==> src/rtl/imem_pkg.sv <==
// Shared definitions for the instruction-memory access controller:
// phase encodings, the halt command address and default bus widths.
package imem_pkg;

  localparam int DEF_AW = 10;
  localparam int DEF_DW = 32;

  // The wait counter only needs to reach MAX_WAIT, which is at most 15.
  localparam int WAIT_W = 4;

  localparam logic [DEF_AW-1:0] HALT_ADDR = '1;

  typedef enum logic [1:0] {
    PH_BOOT = 2'b00,
    PH_RUN  = 2'b01,
    PH_HALT = 2'b10
  } phase_t;

  // BOOT and HALT both hand the whole port to the loader.
  function automatic logic loader_owns_port(input phase_t ph);
    return (ph != PH_RUN);
  endfunction

endpackage

==> src/rtl/imem_wait_counter.sv <==
// Saturating starvation counter for the loader: counts refused cycles and
// flags when the loader must be forced through.
module imem_wait_counter
  import imem_pkg::*;
#(
  parameter int MAX_WAIT = 4
) (
  input  logic CLK,
  input  logic RESET,
  input  logic clr,
  input  logic inc,
  output logic sat
);

  localparam logic [WAIT_W-1:0] MAX_CNT = WAIT_W'(MAX_WAIT);

  logic [WAIT_W-1:0] wait_cnt;

  // Clear has priority so a write accepted on the forced slot restarts the count.
  always_ff @(posedge CLK or posedge RESET) begin
    if (RESET) begin
      wait_cnt <= '0;
    end else if (clr) begin
      wait_cnt <= '0;
    end else if (inc && (wait_cnt != MAX_CNT)) begin
      wait_cnt <= wait_cnt + 1'b1;
    end
  end

  assign sat = (wait_cnt == MAX_CNT);

endmodule

==> src/rtl/imem_access_ctrl.sv <==
// Shares the single-port instruction memory between the read-only fetch unit
// and the write-only program loader, with BOOT / RUN / HALT phases.
module imem_access_ctrl
  import imem_pkg::*;
#(
  parameter int AW       = DEF_AW,
  parameter int DW       = DEF_DW,
  parameter int DEPTH    = 16,
  parameter int MAX_WAIT = 4
) (
  input  logic          CLK,
  input  logic          RESET,
  input  logic          boot_done,
  input  logic          fetch_req,
  input  logic [AW-1:0] fetch_addr,
  output logic          fetch_gnt,
  output logic          fetch_valid,
  output logic [DW-1:0] fetch_data,
  input  logic          ld_valid,
  input  logic [AW-1:0] ld_addr,
  input  logic [DW-1:0] ld_data,
  output logic          ld_ready,
  output logic          mem_we,
  output logic [AW-1:0] mem_addr,
  output logic [DW-1:0] mem_data,
  input  logic [DW-1:0] mem_q,
  output logic [1:0]    phase,
  output logic          addr_err,
  output logic [AW:0]   load_count
);

  localparam logic [AW:0]   DEPTH_LIM = (AW+1)'(DEPTH);
  localparam logic [AW-1:0] HALT_A    = {AW{1'b1}};

  phase_t phase_q;

  logic wait_sat;
  logic fetch_win;
  logic ld_accept;
  logic halt_cmd;
  logic ld_in_range;
  logic fetch_in_range;
  logic ld_write;

  assign ld_in_range    = ({1'b0, ld_addr} < DEPTH_LIM);
  assign fetch_in_range = ({1'b0, fetch_addr} < DEPTH_LIM);

  // Fetch has priority in RUN until the loader has been refused MAX_WAIT times.
  assign fetch_win = (phase_q == PH_RUN) && fetch_req && !wait_sat;
  assign fetch_gnt = fetch_win;
  assign ld_ready  = !fetch_win;
  assign ld_accept = ld_valid && ld_ready;

  // The halt command is consumed like a write but never reaches the memory.
  assign halt_cmd = (phase_q == PH_RUN) && ld_accept && (ld_addr == HALT_A);
  assign ld_write = ld_accept && ld_in_range && !halt_cmd;

  imem_wait_counter #(
    .MAX_WAIT (MAX_WAIT)
  ) u_wait_counter (
    .CLK   (CLK),
    .RESET (RESET),
    .clr   (!ld_valid || ld_accept),
    .inc   (ld_valid && !ld_ready),
    .sat   (wait_sat)
  );

  // Write enable is gated by RESET so nothing is written while reset is held.
  always_comb begin
    mem_addr = fetch_addr;
    mem_data = ld_data;
    mem_we   = 1'b0;
    if (loader_owns_port(phase_q) || ld_accept) begin
      mem_addr = ld_addr;
    end
    if (ld_write && !RESET) begin
      mem_we = 1'b1;
    end
  end

  always_ff @(posedge CLK or posedge RESET) begin
    if (RESET) begin
      phase_q <= PH_BOOT;
    end else begin
      case (phase_q)
        PH_BOOT: if (boot_done) phase_q <= PH_RUN;
        PH_RUN:  if (halt_cmd)  phase_q <= PH_HALT;
        PH_HALT: if (boot_done) phase_q <= PH_RUN;
        default: phase_q <= PH_BOOT;
      endcase
    end
  end

  assign phase = phase_q;

  // Read data is captured one cycle after the grant; out-of-range reads give 0.
  always_ff @(posedge CLK or posedge RESET) begin
    if (RESET) begin
      fetch_valid <= 1'b0;
      fetch_data  <= '0;
    end else begin
      fetch_valid <= fetch_win;
      if (fetch_win) begin
        fetch_data <= fetch_in_range ? mem_q : '0;
      end
    end
  end

  always_ff @(posedge CLK or posedge RESET) begin
    if (RESET) begin
      addr_err   <= 1'b0;
      load_count <= '0;
    end else begin
      if ((fetch_win && !fetch_in_range) ||
          (ld_accept && !ld_in_range && !halt_cmd)) begin
        addr_err <= 1'b1;
      end
      if (ld_write && (load_count != '1)) begin
        load_count <= load_count + 1'b1;
      end
    end
  end

endmodule
==> config.mk <==
export PLATFORM = sky130hd
export DESIGN_NAME = imem_access_ctrl
export DESIGN_NICKNAME = d
export VERILOG_FILES = /design/src/rtl/imem_pkg.sv /design/src/rtl/imem_wait_counter.sv /design/src/rtl/imem_access_ctrl.sv
export SDC_FILE = /design/constraint.sdc
export NUM_CORES = 1
export LEC_CHECK = 0
export ABC_AREA = 1
export CORE_MARGIN = 2
export CORE_UTILIZATION = 37
export CTS_CLUSTER_SIZE = 30
export DETAILED_ROUTE_END_ITERATION = 16
export GPL_TIMING_DRIVEN = 0
export PLACE_DENSITY = 0.81
export SETUP_SLACK_MARGIN = 0.1
export SLEW_MARGIN = 20
export SYNTH_ARGS = -nofsm -noshare
export SYNTH_HDL_FRONTEND = slang
export SYNTH_HIERARCHICAL = 1
export SYNTH_SLANG_ARGS = --single-unit
==> constraint.sdc <==
create_clock -name CLK -period 2.55 [get_ports CLK]
set_input_delay 0.51 -clock CLK [delete_from_list [all_inputs] [get_ports CLK]]
set_output_delay 0.51 -clock CLK [all_outputs]
set_load 0.01 [all_outputs]
* Yosys cells after proc, flatten, opt, wreduce, memory -nomap -nowiden
Index checks and enable logic that the tools add are counted.
** Operators by class
- Add/subtract/negate cells :: 2
- Magnitude comparators :: 2
- Equality and inequality tests :: 9
- Mux-type cells :: 8
- Reductions and logical operators :: 28
** Operator list (count)
- two-way mux 32 bit :: 1
- less-than comparator 10 x 5 -> 1 bit, second input constant :: 2
- logical AND 1 bit :: 14
- adder 11 x 1 -> 11 bit, second input constant :: 1
- inequality test 11 bit, second input constant :: 1
- == test 10 bit, second input constant :: 1
- two-way mux 10 bit :: 1
- two-way mux 4 bit :: 2
- logical NOT 1 bit :: 7
- adder 4 x 1 -> 4 bit, second input constant :: 1
- == test 4 x 3 -> 1 bit, second input constant :: 1
- two-way mux 2 bit :: 2
- inequality test 2 x 1 -> 1 bit, second input constant :: 2
- inequality test 4 x 3 -> 1 bit, second input constant :: 1
- one-hot mux 2 bit (2 select lines) :: 1
- logical OR 1 bit :: 3
- == test 2 x 1 -> 1 bit, second input constant :: 1
- == test 2 bit, second input constant :: 1
- logical NOT 2 bit :: 1
- inequality test 2 bit, second input constant :: 1
- AND reduction 2 bit :: 1
- nonzero test 2 bit :: 1
- OR reduction 2 bit :: 1
- two-way mux 1 bit :: 1
** Word-level totals
- Flip-flop bits (word level) :: 51
- Input port bits :: 89
- Output and inout port bits :: 92
- Logic and storage cells :: 55

* Logic depth before layout (Yosys ltp)
Gate-level depths: netlist (run 1).
- Depth after elaboration :: 11
- Mapped depth :: 13

* Modules after synthesis
Netlist (run 1), hierarchy kept.
** By module, submodules not included
- imem_access_ctrl :: instances 1, cells each 343, area each 2665.1 um^2, sequential area each 1176.1 um^2
- imem_wait_counter :: instances 1, cells each 33, area each 256.5 um^2, sequential area each 100.1 um^2

* Worst setup path after synthesis (run 1)
No wires, ideal clock.
- Path type :: register to output
- Start :: register u_wait_counter.wait_cnt[0]
- End :: output port mem_addr[2]
- Arrival :: 1640 ps
- Slack :: 400 ps
- Stages on the path, launching flop included :: 12
- Buffers on the path :: 1
- Path through :: dfrtp_1 > inv_1 > ha_1 > nand2_1 > nor2_2 > inv_1 > nand2_1 > nor2_8 > nor2_4 > nor2_4 > buf_6 > o21ai_0
** Between the ends
- Word-level cells in the longest chain between the ends :: 7
** Ends and longest elaborated chain
- start, declared :: RTL line imem_wait_counter.sv:17 : logic [WAIT_W-1:0] wait_cnt;
- start signal, assigned :: RTL line imem_wait_counter.sv:26 : wait_cnt <= wait_cnt + 1'b1;
- == test 4 x 3 -> 1 bit :: RTL line imem_wait_counter.sv:30 : assign sat = (wait_cnt == MAX_CNT);
- named net wait_sat :: RTL line imem_access_ctrl.sv:37 : logic wait_sat;
- logical NOT 1 bit :: RTL line imem_access_ctrl.sv:49 : assign fetch_win = (phase_q == PH_RUN) && fetch_req && !wait_sat;
- logical AND 1 bit :: RTL line imem_access_ctrl.sv:49
- logical NOT 1 bit :: RTL line imem_access_ctrl.sv:51 : assign ld_ready = !fetch_win;
- logical AND 1 bit :: RTL line imem_access_ctrl.sv:52 : assign ld_accept = ld_valid && ld_ready;
- logical OR 1 bit :: RTL line imem_access_ctrl.sv:73 : if (loader_owns_port(phase_q) || ld_accept) begin
- two-way mux 10 bit :: RTL line imem_access_ctrl.sv:73
- end, declared :: RTL line imem_access_ctrl.sv:24 : output logic [AW-1:0] mem_addr,
The timed path passes the listed nets, and every way through them passes these cells.

* Worst setup path after layout (run 1)
- Start :: register u_wait_counter.wait_cnt[0]
- End :: output port mem_addr[9]
Same word-level chain as after synthesis.

==> results of run 1 <==
critical path, stage by stage, from the launching register on:
cell	delay, ps
dfrtp_1	400
inv_2	90
ha_4	150
nand2_4	60
nor2_4	120
inv_2	60
nand2_4	90
nor2_8	40
nor2_4	110
nor2_4	60
buf_6	140
buf_6	130
o21ai_2	100
buf_2	130
registers in the layout, summed over array words and instances (netlist names):
| name | count |
|---|---|
| load_count | 11 |
| addr_err | 1 |
| fetch_valid | 1 |
| phase | 2 |
| u_wait_counter/wait_cnt | 4 |
| fetch_data | 32 |
worst max path at each step:
stage,start,to,slack [ps],cells past startpoint
after floorplan,u_wait_counter/wait_cnt[0],mem_addr[2],400,11
after global placement,fetch_req,mem_addr[7],-240,9
after detailed placement,fetch_req,mem_addr[0],-270,9
after CTS,u_wait_counter/wait_cnt[1],mem_addr[9],40,13
after global routing,u_wait_counter/wait_cnt[0],mem_addr[7],-20,14
final,u_wait_counter/wait_cnt[0],mem_addr[9],90,13
power breakdown:
| part | switching, mW | internal [mW] |
|---|---|---|
| clock network | 0.257 | 0.192 |
| registers | 0.0149 | 0.829 |
| logic | 0.178 | 0.252 |
| total | 0.449 | 1.27 |
cells by family (layout without fill, tap and decap cells):
kind of cell	after synthesis	in the layout	synth area share
AOI/OAI and AO/OA	41	41	0.0707
DFF	51	51	0.437
adders and majority gates	3	3	0.0128
buffers and inverters	86	258	0.168
xor gates and xnor gates	3	3	0.00900
and+or+nand+nor	192	192	0.302
metrics by stage:
stage / power [mW] / util / std cells / hold slack, ps
CTS: 1.73 / 0.614 / 646 / 463
finish: 1.72 / 0.621 / 650 / 474
global route: 1.80 / 0.621 / 650 / 501
floorplan: 1.03 / - / 376 / 276
detailed placement: 1.28 / 0.592 / 627 / 459
global placement: 1.27 / 0.589 / 626 / 457
per-layer routing:
layer	vias up	GRT usage
met5	-	0
met4	0	0.0466
met3	14	0.0431
met2	126	0.349
met1	1388	0.231
li1	1469	-
final cells by class:
cell class	count	area, sq um
Timing Repair Buffer	165	1580
Multi-Input combinational cell	239	1220
Clock buffer	6	72.6
Clock inverter	2	12.5
Tap cell	102	128
Sequential cell	51	1280
Inverter	45	171
Fill cell	676	2920
Buffer	40	318
placed cells by master, fill, tap and decap left out, types with 2 or more instances in the layout:
cell / netlist / final
nand3_1: 20 / 19
nand3b_1: 2 / 2
buf_2: 3 / 14
clkbuf_8: 0 / 5
nand2_4: 2 / 4
nand2_2: 2 / 9
a21oi_1: 18 / 18
buf_8: 2 / 2
nand4_1: 5 / 5
nand2_1: 130 / 121
inv_1: 43 / 38
o21ai_1: 1 / 3
clkdlybuf4s50_1: 0 / 136
buf_6: 2 / 6
nor3_1: 2 / 2
nor2_4: 5 / 6
inv_2: 2 / 6
xor2_1: 3 / 3
o21ai_2: 0 / 2
dfrtp_1: 51 / 51
nor2_1: 17 / 17
ha_1: 3 / 2
nor2_2: 3 / 2
buf_4: 34 / 46
o21ai_0: 21 / 17
timing repair:
action                     CTS  global route
setup endpoints to repair   13            12
buffers inserted            12             4
pin swaps                   10             8
resized for setup           69            10
==> results.yml, run 1 <==
routing:
  ant_nets: 0
  wl_met2_um: 4400
  drt-total-wl_um: 8510
  wl_met1_um: 3410
  dr.max_layer_used: "met4"
  drcViolationCount: 0
  wl_met3_um: 561
  drt_iter0_markers: 98
  via_per_inst: 4.61
  firstDrtPassIters: 4
  vias: 2997
  routedWlPerCell_um: 13.1
sta:
  timing.final.crit_share: 0.966
  fin_tns_setup_ps: 0
  slew-limit-headroom: 0.725
  slew_viol_final: 0
  period_needed_ps: 2460
  skew_ps: 6.34
  max_freq_ghz: 0.406
  tightest_slew_ps: 413
  setup_viol: 0
  fin_ws_ps: 86.8
  hold_viol: 0
  grt_setup_unrepaired: "yes"
clock_network:
  clk-insertion-delay-late_ps: 290
  hold_buffers: 0
  root_buffer: "clkbuf_8"
  clock_sinks: 51
  clk_path_buf_depth: 2
  clkTransAtPathRegs_ps: 80
  htree_levels: 2
  numCtsBuffers: 5
  cts_tree: "yes"
cells_and_area:
  fin_area_sq_um: 4770
  diodes: 0
  drive_gt1_frac: 0.204
  nNetsFinal: 639
  area_delta_synth_final_pct: 63.3
global_routing:
  grt.overflow.total: 0
  grt_max_degree: 32
  antenna_found_initial: 0
  grt_pass1_wl_um: 13500
  grt.total_usage: 0.193
  grt_pass1_vias: 2922
worst_setup_path:
  critPathLaunchType: "flip-flop"
  r2r_cells: 14
  r2r-start: "u_wait_counter/wait_cnt[0]"
  r2r_slack_ps: 430
  setup.worst_path.end_class: "primary output"
  worstPathArrival_ps: 1950
  r2r_end: "u_wait_counter/wait_cnt[3]"
  cp_max_fo: 7
  crit_type: "reg -> out"
  cp.required_ps: 2040
floorplanning:
  die_y_um: 92.9
  initial_core_util: 0.380
  num_io_pins: 181
  die_w_um: 92.9
  core_area_sq_um: 7690
  rows: 32
  die_area_sq_um: 8620
yosys:
  synthTopCellsByCount: "nand2_1, dfrtp_1, inv_1"
  yosys.area.top_type: "dfrtp_1"
  synth_edf_count: 0
  syn_area_per_cell_sq_um: 7.77
  yosys_most_used_dff: "dfrtp_1"
  yosysWarnings: 6
  synth_area_leaders: "dfrtp_1, nand2_1, buf_4"
  syn_nets: 468
  netlist_area_sq_um: 2920
  ys_ff_latch: 51
  synth_cell_type_count: 27
  yosysMostFrequentCell: "nand2_1"
  syn_inst: 376
  ys_seq_area_frac: 0.437
  synth_top_area_frac: 0.437
  async_reset_ff_frac: 1.00
place:
  place_area_sq_um: 4550
  dp_hpwl_um: 6430
  gp_congestion: 0.856
  pre_cts_ws_ps: -275
  portBuffers: 148
power:
  leakage_nw: 2.30
  peakVddDrop_mv: 0.257
  powerDensity_nw_per_um2: 361
hold_path:
  hp-class: "in -> async"
job:
  maxCapViolations: 0
status:
  outcome: "complete, no violations"
(Power assumes the default switching activity.)
==> run 2: changes to the inputs <==
--- a/config.mk
+++ b/config.mk
@@ -11,6 +11,7 @@
 export CTS_CLUSTER_SIZE = 30
 export DETAILED_ROUTE_END_ITERATION = 16
 export GPL_TIMING_DRIVEN = 0
+export MAX_ROUTING_LAYER = met4
 export PLACE_DENSITY = 0.81
 export SETUP_SLACK_MARGIN = 0.1
 export SLEW_MARGIN = 20
==> run 2 against run 1 <==
  * Sequential share of layout area did not move
  * Non-clock buffer count did not move
  * Final area did not move
  * Combinational power barely moved
  * Core utilization did not move
  * Clock power barely moved
  * Clock-buffer cell count did not move
  * Die area did not move
  * Register-to-register slack barely moved
  * Sequential cell count did not move
  * Global-route usage rose by 0.48 points
  * Wire length fell by 0.33%
==> results.yml, run 2 (synthesis gave the netlist of run 1 again) <==
clock_network:
  clock_sinks: 51
  root_buffer: "clkbuf_8"
  clk-insertion-delay-late_ps: 290
  clk_path_buf_depth: 2
  hold_buffers: 0
  htree_levels: 2
  cts_tree: "yes"
  clkTransAtPathRegs_ps: 80
  numCtsBuffers: 5
floorplanning:
  core_area_sq_um: 7690
  die_w_um: 92.9
  initial_core_util: 0.380
  num_io_pins: 181
  die_y_um: 92.9
  rows: 32
  die_area_sq_um: 8620
global_routing:
  top_usage_layer: "met2"
  grt.overflow.total: 0
  grt_pass1_wl_um: 13400
  grt_pass1_vias: 2930
  grt.met3_usage: 0.0325
  gr-usage-met1: 0.236
  grt.total_usage: 0.198
  antenna_found_initial: 0
  grt_max_degree: 32
  use_met2: 0.350
power:
  fin_total_pwr_mw: 1.72
  powerDensity_nw_per_um2: 361
  power.share.combinational: 0.249
  leakage_nw: 2.30
  peakVddDrop_mv: 0.256
  seqPwrFrac: 0.490
  internal_power_mw: 1.27
  switching_share: 0.261
  switchingPower_mw: 0.450
  clkPwrFrac: 0.261
worst_setup_path:
  r2r_slack_ps: 430
  max_stage_delay_ps: 400
  crit_slowest_cell: "dfrtp_1"
  r2r_cells: 14
  r2r_end: "u_wait_counter/wait_cnt[3]"
  crit_chain: "inv_2, ha_4, nand2_4, nor2_4, inv_2, nand2_4, nor2_8, nor2_4, nor2_4, buf_6, buf_6, o21ai_2, buf_2"
  crit_type: "reg -> out"
  worstPathArrival_ps: 1950
  cp_max_fo: 7
  cpMostUsedCell: "nor2_4"
  r2r-start: "u_wait_counter/wait_cnt[0]"
  critPathLaunchType: "flip-flop"
  cp.required_ps: 2040
  setup.worst_path.end_class: "primary output"
cells_and_area:
  fin_area_sq_um: 4770
  drive_gt1_frac: 0.204
  top_regs: "fetch_data x32, load_count x11, u_wait_counter/wait_cnt x4"
  diodes: 0
  largest_reg_flops: 32
  top_register: "fetch_data"
  final_cell_mix: "clkdlybuf4s50_1, nand2_1, dfrtp_1"
  nNetsFinal: 639
  fin_util: 0.621
  area_delta_synth_final_pct: 63.3
  layout_commonest_cell: "clkdlybuf4s50_1"
sta:
  max_freq_ghz: 0.406
  skew_ps: 7.83
  slew-limit-headroom: 0.732
  setup_viol: 0
  period_needed_ps: 2460
  timing.final.crit_share: 0.966
  slew_viol_final: 0
  grt_setup_unrepaired: "yes"
  hold_viol: 0
  tightest_slew_ps: 402
place:
  gp_congestion: 0.870
  dp_hpwl_um: 6430
  place_area_sq_um: 4550
  portBuffers: 148
routing:
  drt_iter0_markers: 112
  drt-total-wl_um: 8480
  ant_nets: 0
  firstDrtPassIters: 4
  vias: 2995
  routedWlPerCell_um: 13.0
  via_per_inst: 4.61
  drcViolationCount: 0
hold_path:
  hp-class: "in -> async"
status:
  outcome: "complete, no violations"
job:
  maxCapViolations: 0
[run 2: cell counts in the layout (fill, tap and decap cells not counted)]
No cell type changed its count.
[run 2: stage by stage]
stage	setup WS [ps]	cells	TNS (ps)	hold slack, ps
5_1_grt	-18.4	650	-18.4	501
2_1_floorplan	400	376	0	276
4_1_cts	42.8	646	0	463
3_3_place_gp	-236	626	-6680	457
6_report	87.7	650	0	476
3_5_place_dp	-275	627	-2650	459
[run 2: worst max-delay path by stage]
stage                                     startpoint          end  slack, ps
after floorplan           u_wait_counter/wait_cnt[0]  mem_addr[2]        400
after global placement                     fetch_req  mem_addr[7]       -240
after detailed placement                   fetch_req  mem_addr[0]       -270
after CTS                 u_wait_counter/wait_cnt[1]  mem_addr[9]         40
after global routing      u_wait_counter/wait_cnt[0]  mem_addr[7]        -20
final                     u_wait_counter/wait_cnt[0]  mem_addr[9]         90
[run 2: cell type report]
| class | instances | area [sq um] |
|---|---|---|
| Buffer | 40 | 318 |
| Clock buffer | 6 | 72.6 |
| Clock inverter | 2 | 12.5 |
| Fill cell | 676 | 2920 |
| Inverter | 45 | 171 |
| Multi-Input combinational cell | 239 | 1220 |
| Sequential cell | 51 | 1280 |
| Tap cell | 102 | 128 |
| Timing Repair Buffer | 165 | 1580 |
[run 2: repair_timing]
item,in CTS,in global routing
pin swaps,10,8
setup buffers,12,4
endpoints found under the setup margin,13,12
resized for setup,69,10
[run 2: power by group through the flow]
stage               clock, mW  combinational, mW  sequential, mW
floorplan                   0              0.162           0.868
global placement            0              0.406           0.859
detailed placement          0              0.419           0.860
CTS                     0.462              0.428           0.844
global route            0.491              0.465           0.847
finish                  0.450              0.430           0.844
[run 2: worst max-delay path: cells and delay by family (launching register included)]
| kind | cells | cell delay (ps) |
|---|---|---|
| buf+inv | 5 | 550 |
| simple gates | 6 | 480 |
| flops | 1 | 400 |
| fa+ha+maj | 1 | 150 |
| compound gates | 1 | 100 |
[run 2: routing by layer]
layer  vias up  part of all wire
met5         -                 0
met4         0             0.017
met3        16             0.054
met2       123              0.52
met1      1387              0.41
li1       1469                 -
